**src/rtl/dispatch_scheduler.sv**
```systemverilog
// rtl/dispatch_scheduler.sv - single-entry decode/issue stage with ROB tag allocation
module dispatch_scheduler #(
    parameter int ROB_DEPTH = 8,
    parameter int TAG_W     = 3
) (
    input  logic              clock,
    input  logic              rst_n,
    input  logic              fetch_valid,
    input  logic [31:0]       fetch_instr,
    output logic              fetch_ready,
    input  logic              alu_rs_free,
    input  logic              mem_rs_free,
    input  logic              br_rs_free,
    input  logic              commit_valid,
    input  logic              flush,
    output logic              issue_valid,
    output logic [1:0]        issue_unit,
    output logic [TAG_W-1:0]  issue_tag,
    output logic [31:0]       issue_instr,
    output logic [TAG_W:0]    rob_count,
    output logic [15:0]       stall_cycles
);

    typedef enum logic {
        EMPTY = 1'b0,
        HELD  = 1'b1
    } state_t;

    localparam logic [1:0] UNIT_ALU  = 2'd0;
    localparam logic [1:0] UNIT_MEM  = 2'd1;
    localparam logic [1:0] UNIT_BR   = 2'd2;
    localparam logic [1:0] UNIT_NONE = 2'd3;

    localparam logic [6:0] OP_LUI    = 7'b0110111;
    localparam logic [6:0] OP_AUIPC  = 7'b0010111;
    localparam logic [6:0] OP_IMM    = 7'b0010011;
    localparam logic [6:0] OP_REG    = 7'b0110011;
    localparam logic [6:0] OP_FENCE  = 7'b0001111;
    localparam logic [6:0] OP_LOAD   = 7'b0000011;
    localparam logic [6:0] OP_STORE  = 7'b0100011;
    localparam logic [6:0] OP_JAL    = 7'b1101111;
    localparam logic [6:0] OP_JALR   = 7'b1100111;
    localparam logic [6:0] OP_BRANCH = 7'b1100011;

    localparam logic [TAG_W:0]   ROB_FULL  = (TAG_W+1)'(ROB_DEPTH);
    localparam logic [TAG_W:0]   COUNT_ONE = (TAG_W+1)'(1);
    localparam logic [TAG_W-1:0] TAG_ONE   = TAG_W'(1);

    state_t             state;
    state_t             state_next;
    logic [31:0]        hold_instr;
    logic [TAG_W-1:0]   tail;
    logic [1:0]         unit_dec;
    logic               is_fence;
    logic               station_free;
    logic               can_issue;
    logic               accept;
    logic               commit_eff;

    // Opcode classification of the held word into its target station
    always_comb begin
        unit_dec = UNIT_NONE;
        is_fence = 1'b0;
        case (hold_instr[6:0])
            OP_LUI, OP_AUIPC, OP_IMM, OP_REG: unit_dec = UNIT_ALU;
            OP_FENCE: begin
                unit_dec = UNIT_ALU;
                is_fence = 1'b1;
            end
            OP_LOAD, OP_STORE:            unit_dec = UNIT_MEM;
            OP_JAL, OP_JALR, OP_BRANCH:   unit_dec = UNIT_BR;
            default:                      unit_dec = UNIT_NONE;
        endcase
    end

    // Only the targeted station's free flag matters; illegal opcodes need none
    always_comb begin
        station_free = 1'b1;
        case (unit_dec)
            UNIT_ALU: station_free = alu_rs_free;
            UNIT_MEM: station_free = mem_rs_free;
            UNIT_BR:  station_free = br_rs_free;
            default:  station_free = 1'b1;
        endcase
    end

    // Issue gate: FENCE additionally waits for an empty ROB
    always_comb begin
        can_issue = (state == HELD) && !flush && (rob_count < ROB_FULL) && station_free &&
                    (!is_fence || (rob_count == '0));
        fetch_ready = !flush && ((state == EMPTY) || can_issue);
        accept      = fetch_valid && fetch_ready;
        commit_eff  = commit_valid && (rob_count != '0) && !flush;
    end

    // Next-state: flush empties, accept holds, issue alone empties
    always_comb begin
        state_next = state;
        if (flush) begin
            state_next = EMPTY;
        end else if (accept) begin
            state_next = HELD;
        end else if (can_issue) begin
            state_next = EMPTY;
        end
    end

    // State register
    always_ff @(posedge clock or negedge rst_n) begin
        if (!rst_n) begin
            state <= EMPTY;
        end else begin
            state <= state_next;
        end
    end

    // Capture the fetched word on accept
    always_ff @(posedge clock or negedge rst_n) begin
        if (!rst_n) begin
            hold_instr <= '0;
        end else if (accept) begin
            hold_instr <= fetch_instr;
        end
    end

    // Circular ROB tail; power-of-two depth makes the wrap implicit
    always_ff @(posedge clock or negedge rst_n) begin
        if (!rst_n) begin
            tail <= '0;
        end else if (flush) begin
            tail <= '0;
        end else if (can_issue) begin
            tail <= tail + TAG_ONE;
        end
    end

    // ROB occupancy: issue adds, commit removes, both together cancel
    always_ff @(posedge clock or negedge rst_n) begin
        if (!rst_n) begin
            rob_count <= '0;
        end else if (flush) begin
            rob_count <= '0;
        end else if (can_issue && !commit_eff) begin
            rob_count <= rob_count + COUNT_ONE;
        end else if (!can_issue && commit_eff) begin
            rob_count <= rob_count - COUNT_ONE;
        end
    end

    // Saturating count of held-but-blocked cycles, cleared only by reset
    always_ff @(posedge clock or negedge rst_n) begin
        if (!rst_n) begin
            stall_cycles <= '0;
        end else if ((state == HELD) && !can_issue && !flush && (stall_cycles != 16'hFFFF)) begin
            stall_cycles <= stall_cycles + 16'd1;
        end
    end

    // Issue outputs are direct views of held state
    always_comb begin
        issue_valid = can_issue;
        issue_unit  = (state == HELD) ? unit_dec : UNIT_ALU;
        issue_tag   = tail;
        issue_instr = hold_instr;
    end

endmodule

```
**config.mk**
```make
export PLATFORM = sky130hd
export DESIGN_NAME = dispatch_scheduler
export DESIGN_NICKNAME = d
export VERILOG_FILES = /design/src/rtl/dispatch_scheduler.sv
export SDC_FILE = /design/constraint.sdc
export NUM_CORES = 1
export LEC_CHECK = 0
export BUFFER_PORTS_ARGS = -buffer_cell sky130_fd_sc_hd__clkbuf_2
export CORE_MARGIN = 2
export CORE_UTILIZATION = 53
export CTS_CLUSTER_DIAMETER = 200
export DETAILED_ROUTE_END_ITERATION = 8
export GPL_TIMING_DRIVEN = 0
export PLACE_DENSITY = 0.85
export SLEW_MARGIN = 30
export SYNTH_ARGS = -nofsm -noshare
export SYNTH_HDL_FRONTEND = slang
export SYNTH_SLANG_ARGS = --single-unit
```
**constraint.sdc**
```tcl
create_clock -name clock -period 4.25 [get_ports clock]
set_input_delay 0.2125 -clock clock [delete_from_list [all_inputs] [get_ports clock]]
set_output_delay 0.2125 -clock clock [all_outputs]
set_load 0.03 [all_outputs]
```
==> results.yml, run 1 <==
status:
  status: "finished with violations"
  violations: "negative hold slack"
setup_path:
  worstReg2RegStart: "issue_instr[4]$_DFFE_PN0P_"
  startpoint_type: "register"
  worst-endpoint-arrival_ns: 3.22
  endpoint_kind: "register"
  critPathRequiredTime_ns: 4.44
  r2r_cells: 12
  timing.rr.end: "rob_count[3]$_DFFE_PN0P_"
  path_class: "register to register"
  r2r_slack_ns: 1.23
  crit_fanout: 7
sta:
  finalHoldViolations: 5
  rsz0062_at_grt: "false"
  setup_violations: 0
  timing.final.crit_share_pct: 71.15
  worst_slack_ns: 1.226
  relSlewSlack_pct: 50.39
  worst_pin_slew_ns: 0.7441
  max_freq_ghz: 0.3307
  finalClockSkew_ns: 0.004415
  drv_slew: 0
  fin_hold_ws_ns: -0.002523
  period_needed_ns: 3.024
  tns_ns: 0
global_routing:
  grt_pass1_vias: 2017
  grt_pass1_wl_um: 8949
  grt_antenna_before_repair: 0
  gr-total-overflow: 0
  grt_use_total_pct: 20.73
  grt_max_degree: 57
synthesis:
  ys_ff_latch: 56
  synth-main-ff-cell: "dfrtp_1"
  yosysUniqueCellTypes: 46
  syn_avg_cell_area_sq_um: 12.33
  syn_inst: 216
  async_reset_ff_share_pct: 100.0
  synth_nets: 261
  syn-cell-area_sq_um: 2664
  synth_edf_count: 0
  ys.warnings.count: 0
  synth_seq_area_share_pct: 52.61
clock_tree:
  cts_buffer_depth: 2
  cts_hold_buf: 0
  numCtsBuffers: 5
  tritoncts: "built"
  cts-root-buf: "clkbuf_8"
  h-tree-depth: 2
  cts.sinks: 56
  post_cts_buffers: 0
  clock_latency_ns: 0.30
  ctsResizeCount: 0
  clk_pin_slew_worst_paths_ns: 0.09
power:
  vdd_ir_drop_max_mv: 0.2653
  leakage_nw: 1.647
  powerDensity_nw_per_um2: 516.9
floorplan:
  fp.dieW_um: 74.90
  start_util_pct: 55.66
  dieHeight_um: 74.90
  pin_count: 99
  fp-row-count: 25
  dieArea_sq_um: 5609
  core_sq_um: 4786
cells_and_area:
  syn_to_final_growth_pct: 25.36
  fin_nets: 366
  drive_above_1_share_pct: 37.50
  diodes: 0
routing:
  vias: 2051
  drt_iter0_markers: 94
  totalWireLength_um: 5436
  route.detailed.drc: 0
  avgViaCountPerCell: 5.300
  first_pass_iters: 4
  wl_per_cell_um: 14.05
  final_antenna_net_count: 0
placement:
  dpl.hpwl_um: 4121
  gp_congestion: 0.7715
  place_ws_ns: 1.218
  portBuffers: 98
min_path:
  min_path_type: "input pin to asynchronous set/reset pin"
flow_run:
  drv_cap: 0
-- worst max-delay path by stage --
stage	depth (start not counted)	end	startpoint
6_report	12	rob_count[3]$_DFFE_PN0P_	issue_instr[4]$_DFFE_PN0P_
5_1_grt	12	rob_count[3]$_DFFE_PN0P_	issue_instr[4]$_DFFE_PN0P_
4_1_cts	12	rob_count[3]$_DFFE_PN0P_	issue_instr[4]$_DFFE_PN0P_
3_5_place_dp	12	rob_count[3]$_DFFE_PN0P_	issue_instr[4]$_DFFE_PN0P_
3_3_place_gp	12	rob_count[3]$_DFFE_PN0P_	issue_instr[4]$_DFFE_PN0P_
2_1_floorplan	12	rob_count[3]$_DFFE_PN0P_	issue_instr[4]$_DFFE_PN0P_
-- registers in the layout (all words and copies together), names as in the netlist --
name	count
issue_instr	32
stall_cycles	16
issue_tag	3
state	1
rob_count	4
-- routing by layer --
metal | track usage (%) | vias to the layer above | part of all wire, %
li1 | - | 987 | -
met1 | 26.32 | 991 | 43
met2 | 34.70 | 68 | 49
met3 | 6.560 | 5 | 7.6
met4 | 5.159 | 0 | 0.86
met5 | 0 | - | 0
-- Yosys cell counts (4+ instances only) --
master	n	area, sq um
xnor2_1	15	131.4
and4_1	5	43.79
mux2_1	30	337.8
o21ai_0	8	40.04
nand3_1	10	50.05
nor2_1	4	15.01
ha_1	4	50.05
nor3_1	4	20.02
inv_1	6	22.52
nand4_1	4	25.02
dfrtp_1	56	1401
mux2_2	4	45.04
and3_1	12	75.07
nand3b_1	4	30.03
-- kinds of logic after synthesis --
logic type / after synthesis / synth area share, %
flip-flops: 56 / 52.61
buffers and inverters: 16 / 2.818
AND/OR/NAND/NOR: 62 / 14.42
AO/OA/AOI/OAI: 26 / 7.516
XOR/XNOR: 16 / 5.261
adder cells (fa/ha/maj): 5 / 2.630
multiplexers: 35 / 14.75
-- metrics by stage --
stage / utilization (%) / power, mW / instance area (sq um) / hold slack, ns / cells
2_1_floorplan: - / 1.204 / 2664 / -0.08309 / 216
3_3_place_gp: 67.66 / 1.392 / 3238 / 0.4272 / 381
3_5_place_dp: 67.71 / 1.417 / 3241 / 0.3520 / 381
4_1_cts: 69.78 / 1.750 / 3339 / 0.01409 / 387
5_1_grt: 69.78 / 1.836 / 3339 / 0.05495 / 387
6_report: 69.78 / 1.726 / 3339 / -0.002523 / 387
-- where the power goes --
group          internal, mW  total [mW]  switching [mW]
logic                 0.233       0.666           0.433
clock network         0.169       0.326           0.156
registers             0.638       0.734          0.0962
-- worst max-delay path: stages (launching register included) --
cell      delay (ns)
dfrtp_1         0.43
nand3b_1        0.20
or4_1           0.51
o311a_1         0.18
o21ai_4         0.29
inv_2           0.10
nand2_2         0.10
ha_1            0.24
a21o_1          0.17
a21oi_1         0.17
nor2_1          0.06
mux2i_1         0.13
mux2_2          0.34
-- layout by cell type (no fill, tap or decap), types with 2 or more instances in the layout --
cell,n
inv_1,6
nor3b_1,3
ha_1,4
inv_2,2
nor3_1,4
clkbuf_1,2
nand3b_1,4
clkbuf_2,97
a21oi_1,3
o21a_1,3
and2_1,2
nand2_1,3
nand4_1,4
buf_4,3
o21ai_0,8
mux2_2,4
nand3_1,10
nor2b_1,2
clkbuf_8,5
dfrtp_1,56
nand2b_1,2
and3_1,12
mux2_1,30
buf_2,3
or3_1,2
nor2_1,4
and4_1,5
xnor2_1,15
-- area by class of cell --
type                       instances  area (sq um)
buffer                             8         45.04
clock buffer                       5         68.82
clock inverter                     1         30.03
fill                             373          1446
inverter                           8         30.03
multi-input combinational        144          1187
sequential                        56          1401
tap                               67         83.83
timing repair buffer              98         493.0
(Power assumes the default switching activity.)
==> inputs of run 2 (changes only) <==
ABC_AREA = 1   (was default)
CORE_UTILIZATION = 46   (was 53)
PLACE_DENSITY = 0.76   (was 0.85)
clock period = 2.65 ns   (was 4.25 ns; I/O delays follow)
==> run 2 against run 1 <==
Compared with the run above: the run now ends clean; routed wire length rose by 25%; sequential cell count did not move; worst setup slack got worse by 0.92 ns; first-iteration DRC count rose by 59%; combinational power rose by 79%; synthesized area rose by 14%; sequential share of layout area fell by 4.7 points; register-to-register slack got worse by 0.92 ns; clock skew rose by 0.0094 ns; highest routed layer unchanged; maximum frequency rose by 29%; via count rose by 35%.
==> results.yml, run 2 <==
cells_and_area:
  syn_to_final_growth_pct: 23.28
  largest_register_ffs: 32
  fin_nets: 519
  mostFrequentLayoutCell: "nand2_1"
  fin_util_pct: 58.84
  layout_common_cells: "nand2_1, clkbuf_2, nand3_1, dfrtp_1, inv_1"
  diodes: 0
  drive_above_1_share_pct: 31.16
  postLayoutCellArea_sq_um: 3757
  final_cells: 552
routing:
  avgViaCountPerCell: 5.020
  route.detailed.drc: 0
  vias: 2771
  first_pass_iters: 4
  wl_per_cell_um: 12.28
  totalWireLength_um: 6778
  final_antenna_net_count: 0
  drt_iter0_markers: 149
floorplan:
  pin_count: 99
  dieArea_sq_um: 7293
  fp.dieW_um: 85.40
  start_util_pct: 47.73
  fp-row-count: 29
  core_sq_um: 6386
  dieHeight_um: 85.40
synthesis:
  yosysMostFrequentCell: "nand2_1"
  syn_avg_cell_area_sq_um: 8.260
  ys.warnings.count: 0
  synth_nets: 414
  synth_top_family_by_area: "simple AND/OR/NAND/NOR gates"
  synth_common_cells: "nand2_1, nand3_1, dfrtp_1"
  synth_edf_count: 0
  synth-main-ff-cell: "dfrtp_1"
  synth_top_area_share_pct: 45.98
  synth_xor_area_share_pct: 4.598
  synth_area_leaders: "dfrtp_1, nand2_1, nand3_1"
  ys_ff_latch: 56
  synth_adder_area_share_pct: 2.299
  async_reset_ff_share_pct: 100.0
  yosys.area.top_type: "dfrtp_1"
  synthMuxAreaShare_pct: 0
  yosys.area_share.simple_pct: 36.74
  synth-compound-area-share_pct: 2.915
  syn-cell-area_sq_um: 3048
  synth_seq_area_share_pct: 45.98
  yosysUniqueCellTypes: 34
  syn_inst: 369
setup_path:
  critPathRequiredTime_ns: 2.86
  path_class: "register to register"
  startpoint_type: "register"
  endpoint_kind: "register"
  worst-endpoint-arrival_ns: 2.55
  crit_fanout: 6
sta:
  rsz0062_at_grt: "false"
  finalHoldViolations: 0
  max_freq_ghz: 0.4268
  tns_ns: 0
  period_needed_ns: 2.343
  drv_slew: 0
  finalClockSkew_ns: 0.01377
  worst_pin_slew_ns: 0.2986
  setup_violations: 0
  relSlewSlack_pct: 79.91
  timing.final.crit_share_pct: 88.42
power:
  p_total_mw: 2.881
  powerDensity_nw_per_um2: 766.7
  leakage_nw: 2.032
  vdd_ir_drop_max_mv: 0.3719
clock_tree:
  cts-root-buf: "clkbuf_8"
  tritoncts: "built"
  clk_pin_slew_worst_paths_ns: 0.11
  clock_latency_ns: 0.32
  cts_buffer_depth: 2
  cts.sinks: 56
  h-tree-depth: 2
  numCtsBuffers: 5
global_routing:
  gr-total-overflow: 0
  grt_max_degree: 38
  grt_use_total_pct: 19.63
  grt_pass1_wl_um: 11730
  grt_antenna_before_repair: 0
  grt_pass1_vias: 2591
status:
  status: "completed"
placement:
  dpl.hpwl_um: 5217
  numPlacedInstances: 543
  portBuffers: 96
  gp_congestion: 0.8446
  placed_area_sq_um: 3647
min_path:
  min_path_type: "input pin to register"
flow_run:
  drv_cap: 0
==> run 2: cell types whose count changed after synthesis, sizes merged, moves of 10 or more <==
cell / delta
inv: +20
nor2: +16
mux2: -34
and3: -12
nand3: +53
buf: +10
nand2: +128
==> run 2: metal layers <==
metal / vias up / GRT usage [%] / routed length, um
li1: 1397 / - / -
met1: 1278 / 25.95 / 3063
met2: 91 / 31.75 / 3137
met3: 5 / 5.350 / 516
met4: 0 / 5.628 / 60
met5: - / 0 / 0
==> run 2: cells by family after synthesis <==
family | after synthesis
XOR/XNOR | 16
flip-flops | 56
AND/OR/NAND/NOR | 233
buffers and inverters | 44
adder cells (fa/ha/maj) | 5
AO/OA/AOI/OAI | 15
==> run 2: metrics by stage <==
step                hold slack [ns]  setup WS, ns
floorplan                   -0.1631        0.3025
CTS                         0.01319        0.2117
detailed placement          0.07386        0.2142
finish                      0.01866        0.3069
global placement             0.3574        0.3061
global route                0.01459       0.07133
==> run 2: timing repair <==
item	4_1_cts	5_1_grt
hold buffers	1	0
setup buffers	0	0
gates resized for setup	0	1
hold endpoints to repair	19	0
endpoints found under the setup margin	0	1
==> run 2: area by class of cell <==
cell class	instances	area, sq um
fill	601	2629
clock inverter	3	26.28
sequential	56	1401
timing repair buffer	98	513.0
inverter	28	105.1
tap	77	96.34
clock buffer	5	68.82
buffer	16	122.6
multi-input combinational	269	1424
==> run 2: final timing paths <==
path                                              from  slack [ns]                          end  cells past startpoint
max                         issue_instr[1]$_DFFE_PN0P_        0.31     rob_count[3]$_DFFE_PN0P_                     17
min                                    fetch_instr[24]        0.02  issue_instr[24]$_DFFE_PN0P_                      3
min in group asynchronous                        rst_n        0.27     issue_tag[1]$_DFFE_PN0P_                      2
max reg2reg                 issue_instr[1]$_DFFE_PN0P_        0.31     rob_count[3]$_DFFE_PN0P_                     17
max in group asynchronous                        rst_n        1.89  stall_cycles[2]$_DFFE_PN0P_                      3
min reg2reg                issue_instr[23]$_DFFE_PN0P_        0.49  issue_instr[23]$_DFFE_PN0P_                      2
==> run 2: worst max-delay path, cell delays in order (launching register included) <==
cell     delay [ns]
dfrtp_1        0.41
nand2_1        0.14
inv_2          0.08
nand2_2        0.08
nor2_2         0.04
nor2_1         0.12
nand2_2        0.09
nand3_4        0.11
nand3_2        0.15
ha_1           0.37
a21oi_1        0.20
nand2_1        0.07
nand2_1        0.06
nand2_1        0.07
nand4_1        0.09
nand2_1        0.06
nand3_1        0.06
nand2_1        0.05
==> run 2: where the power goes <==
part	leakage, nW	switching [mW]	internal (mW)
clock	0.0491	0.296	0.195
combinational	1.26	0.813	0.381
sequential	0.720	0.169	1.03
total	2.03	1.28	1.60
==> inputs of run 3 (changes only) <==
ABC_AREA = default   (was 1)
CORE_UTILIZATION = 44   (was 46)
PLACE_DENSITY = 0.75   (was 0.76)
==> run 3 against run 2 <==
Compared with the run above: the run now ends with negative setup slack left; sequential power about the same; non-clock buffer count grew 3; maximum frequency shrank 14%; power is 4.5% higher; critical path depth decreased by 5; sequential cell count is the same; routed wire length decreased by 17%; register-to-register slack got worse by 0.39 ns; via count down 24%; worst setup slack got worse by 0.39 ns; combinational power hardly changed; critical endpoint unchanged; largest power group unchanged.
==> results.yml, run 3 (same netlist as run 1, synthesis figures left out) <==
routing:
  totalWireLength_um: 5612
  final_antenna_net_count: 0
  drt_iter0_markers: 87
  route.detailed.drc: 0
  vias: 2114
  avgViaCountPerCell: 5.181
  wl_per_cell_um: 13.75
  first_pass_iters: 4
clock_tree:
  clk_pin_slew_worst_paths_ns: 0.10
  tritoncts: "built"
  clock_latency_ns: 0.31
  cts.sinks: 56
  cts_buffer_depth: 2
  numCtsBuffers: 5
  cts-root-buf: "clkbuf_8"
  h-tree-depth: 2
sta:
  worst_pin_slew_ns: 0.7949
  relSlewSlack_pct: 46.56
  worst_slack_ns: -0.08711
  fin_hold_ws_ns: 0.03223
  timing.final.crit_share_pct: 103.3
  drv_slew: 0
  period_needed_ns: 2.737
  max_freq_ghz: 0.3653
  finalHoldViolations: 0
  rsz0062_at_grt: "true"
  setup_violations: 2
  finalClockSkew_ns: 0.008465
setup_path:
  r2r_slack_ns: -0.09
  crit_end: "rob_count[3]$_DFFE_PN0P_"
  setup.worst_path.start: "issue_instr[4]$_DFFE_PN0P_"
  worst-endpoint-arrival_ns: 2.93
  worstReg2RegStart: "issue_instr[4]$_DFFE_PN0P_"
  path_class: "register to register"
  critPathRequiredTime_ns: 2.85
  endpoint_kind: "register"
  crit_fanout: 3
  startpoint_type: "register"
  timing.rr.end: "rob_count[3]$_DFFE_PN0P_"
  r2r_cells: 12
cells_and_area:
  syn_to_final_growth_pct: 32.83
  fin_nets: 377
  diodes: 0
  mostFrequentLayoutCell: "clkbuf_2"
  drive_above_1_share_pct: 43.24
  largest_register_ffs: 32
  layout_common_cells: "clkbuf_2, dfrtp_1, mux2_1, xnor2_1, buf_4"
  postLayoutCellArea_sq_um: 3538
floorplan:
  fp.dieW_um: 81.81
  core_sq_um: 5886
  dieHeight_um: 81.81
  start_util_pct: 45.26
  dieArea_sq_um: 6693
  pin_count: 99
  fp-row-count: 28
min_path:
  min_path_type: "input pin to register"
global_routing:
  gr-total-overflow: 0
  use_met2_pct: 32.28
  grt_pass1_wl_um: 9204
  grt_max_degree: 57
  grt_antenna_before_repair: 0
  met3_usage_pct: 3.736
  grt_pass1_vias: 2077
  grt.busiest_layer: "met2"
  grt_use_total_pct: 17.64
  met1_usage_pct: 20.72
power:
  vdd_ir_drop_max_mv: 0.4909
  powerDensity_nw_per_um2: 851.1
  leakage_nw: 1.723
placement:
  dpl.hpwl_um: 4119
  gp_congestion: 0.7641
  portBuffers: 98
  placed_area_sq_um: 3288
  place_ws_ns: -0.2892
status:
  violations: "negative setup slack"
  status: "finished with violations"
flow_run:
  drv_cap: 0
[run 3: worst min path at each step]
| stage | start | endpoint | slack [ns] | cells after the start |
|---|---|---|---|---|
| floorplan | rst_n | issue_instr[0]$_DFFE_PN0P_ | -0.16 | 0 |
| global placement | fetch_instr[0] | issue_instr[0]$_DFFE_PN0P_ | 0.35 | 2 |
| detailed placement | rst_n | issue_instr[8]$_DFFE_PN0P_ | 0.29 | 1 |
| CTS | fetch_instr[25] | issue_instr[25]$_DFFE_PN0P_ | 0.02 | 2 |
| global route | fetch_instr[26] | issue_instr[26]$_DFFE_PN0P_ | 0.02 | 2 |
| finish | fetch_instr[25] | issue_instr[25]$_DFFE_PN0P_ | 0.03 | 2 |
[run 3: report_power, final]
part,switching [mW],internal (mW)
Combinational,0.733,0.432
Clock,0.285,0.380
Sequential,0.153,1.03
[run 3: per-layer routing]
metal,vias to the layer above,wire [um]
met2,61,2891
li1,1018,-
met3,8,264
met4,0,68
met5,-,0
met1,1027,2388
[run 3: final cells by class]
class	count	area [sq um]
Clock inverter	3	68.82
Timing Repair Buffer	109	584.3
Multi-Input combinational cell	144	1226
Sequential cell	56	1409
Tap cell	75	93.84
Clock buffer	5	68.82
Fill cell	511	2347
Inverter	8	40.04
Buffer	8	47.55
[run 3: through the flow]
step / std cells / total power [mW] / setup TNS, ns / util (%)
floorplan: 216 / 1.961 / -0.3327 / -
global placement: 389 / 2.271 / -0.3475 / 55.82
detailed placement: 389 / 2.307 / -0.4516 / 55.87
CTS: 406 / 3.001 / -0.05698 / 59.40
global route: 408 / 3.195 / -0.5851 / 60.12
finish: 408 / 3.011 / -0.1281 / 60.12
[run 3: critical path, cell delays in order (launching register included)]
cell and delay, ns:
dfrtp_2 0.41, nand3b_1 0.18, or4_1 0.52, o311a_1 0.17
o21ai_4 0.18, inv_4 0.05, nand2_4 0.07, ha_4 0.20
a21o_1 0.16, a21oi_2 0.15, nor2_1 0.05, mux2i_1 0.14
mux2_2 0.34
[run 3: what timing repair did]
item / in CTS / in global routing
gates resized for setup: 0 / 14
hold buffers: 1 / 0
cloned: 0 / 0
setup buffers: 8 / 2
pin swaps: 5 / 0
endpoints found under the setup margin: 4 / 4
hold endpoints to repair: 56 / 0
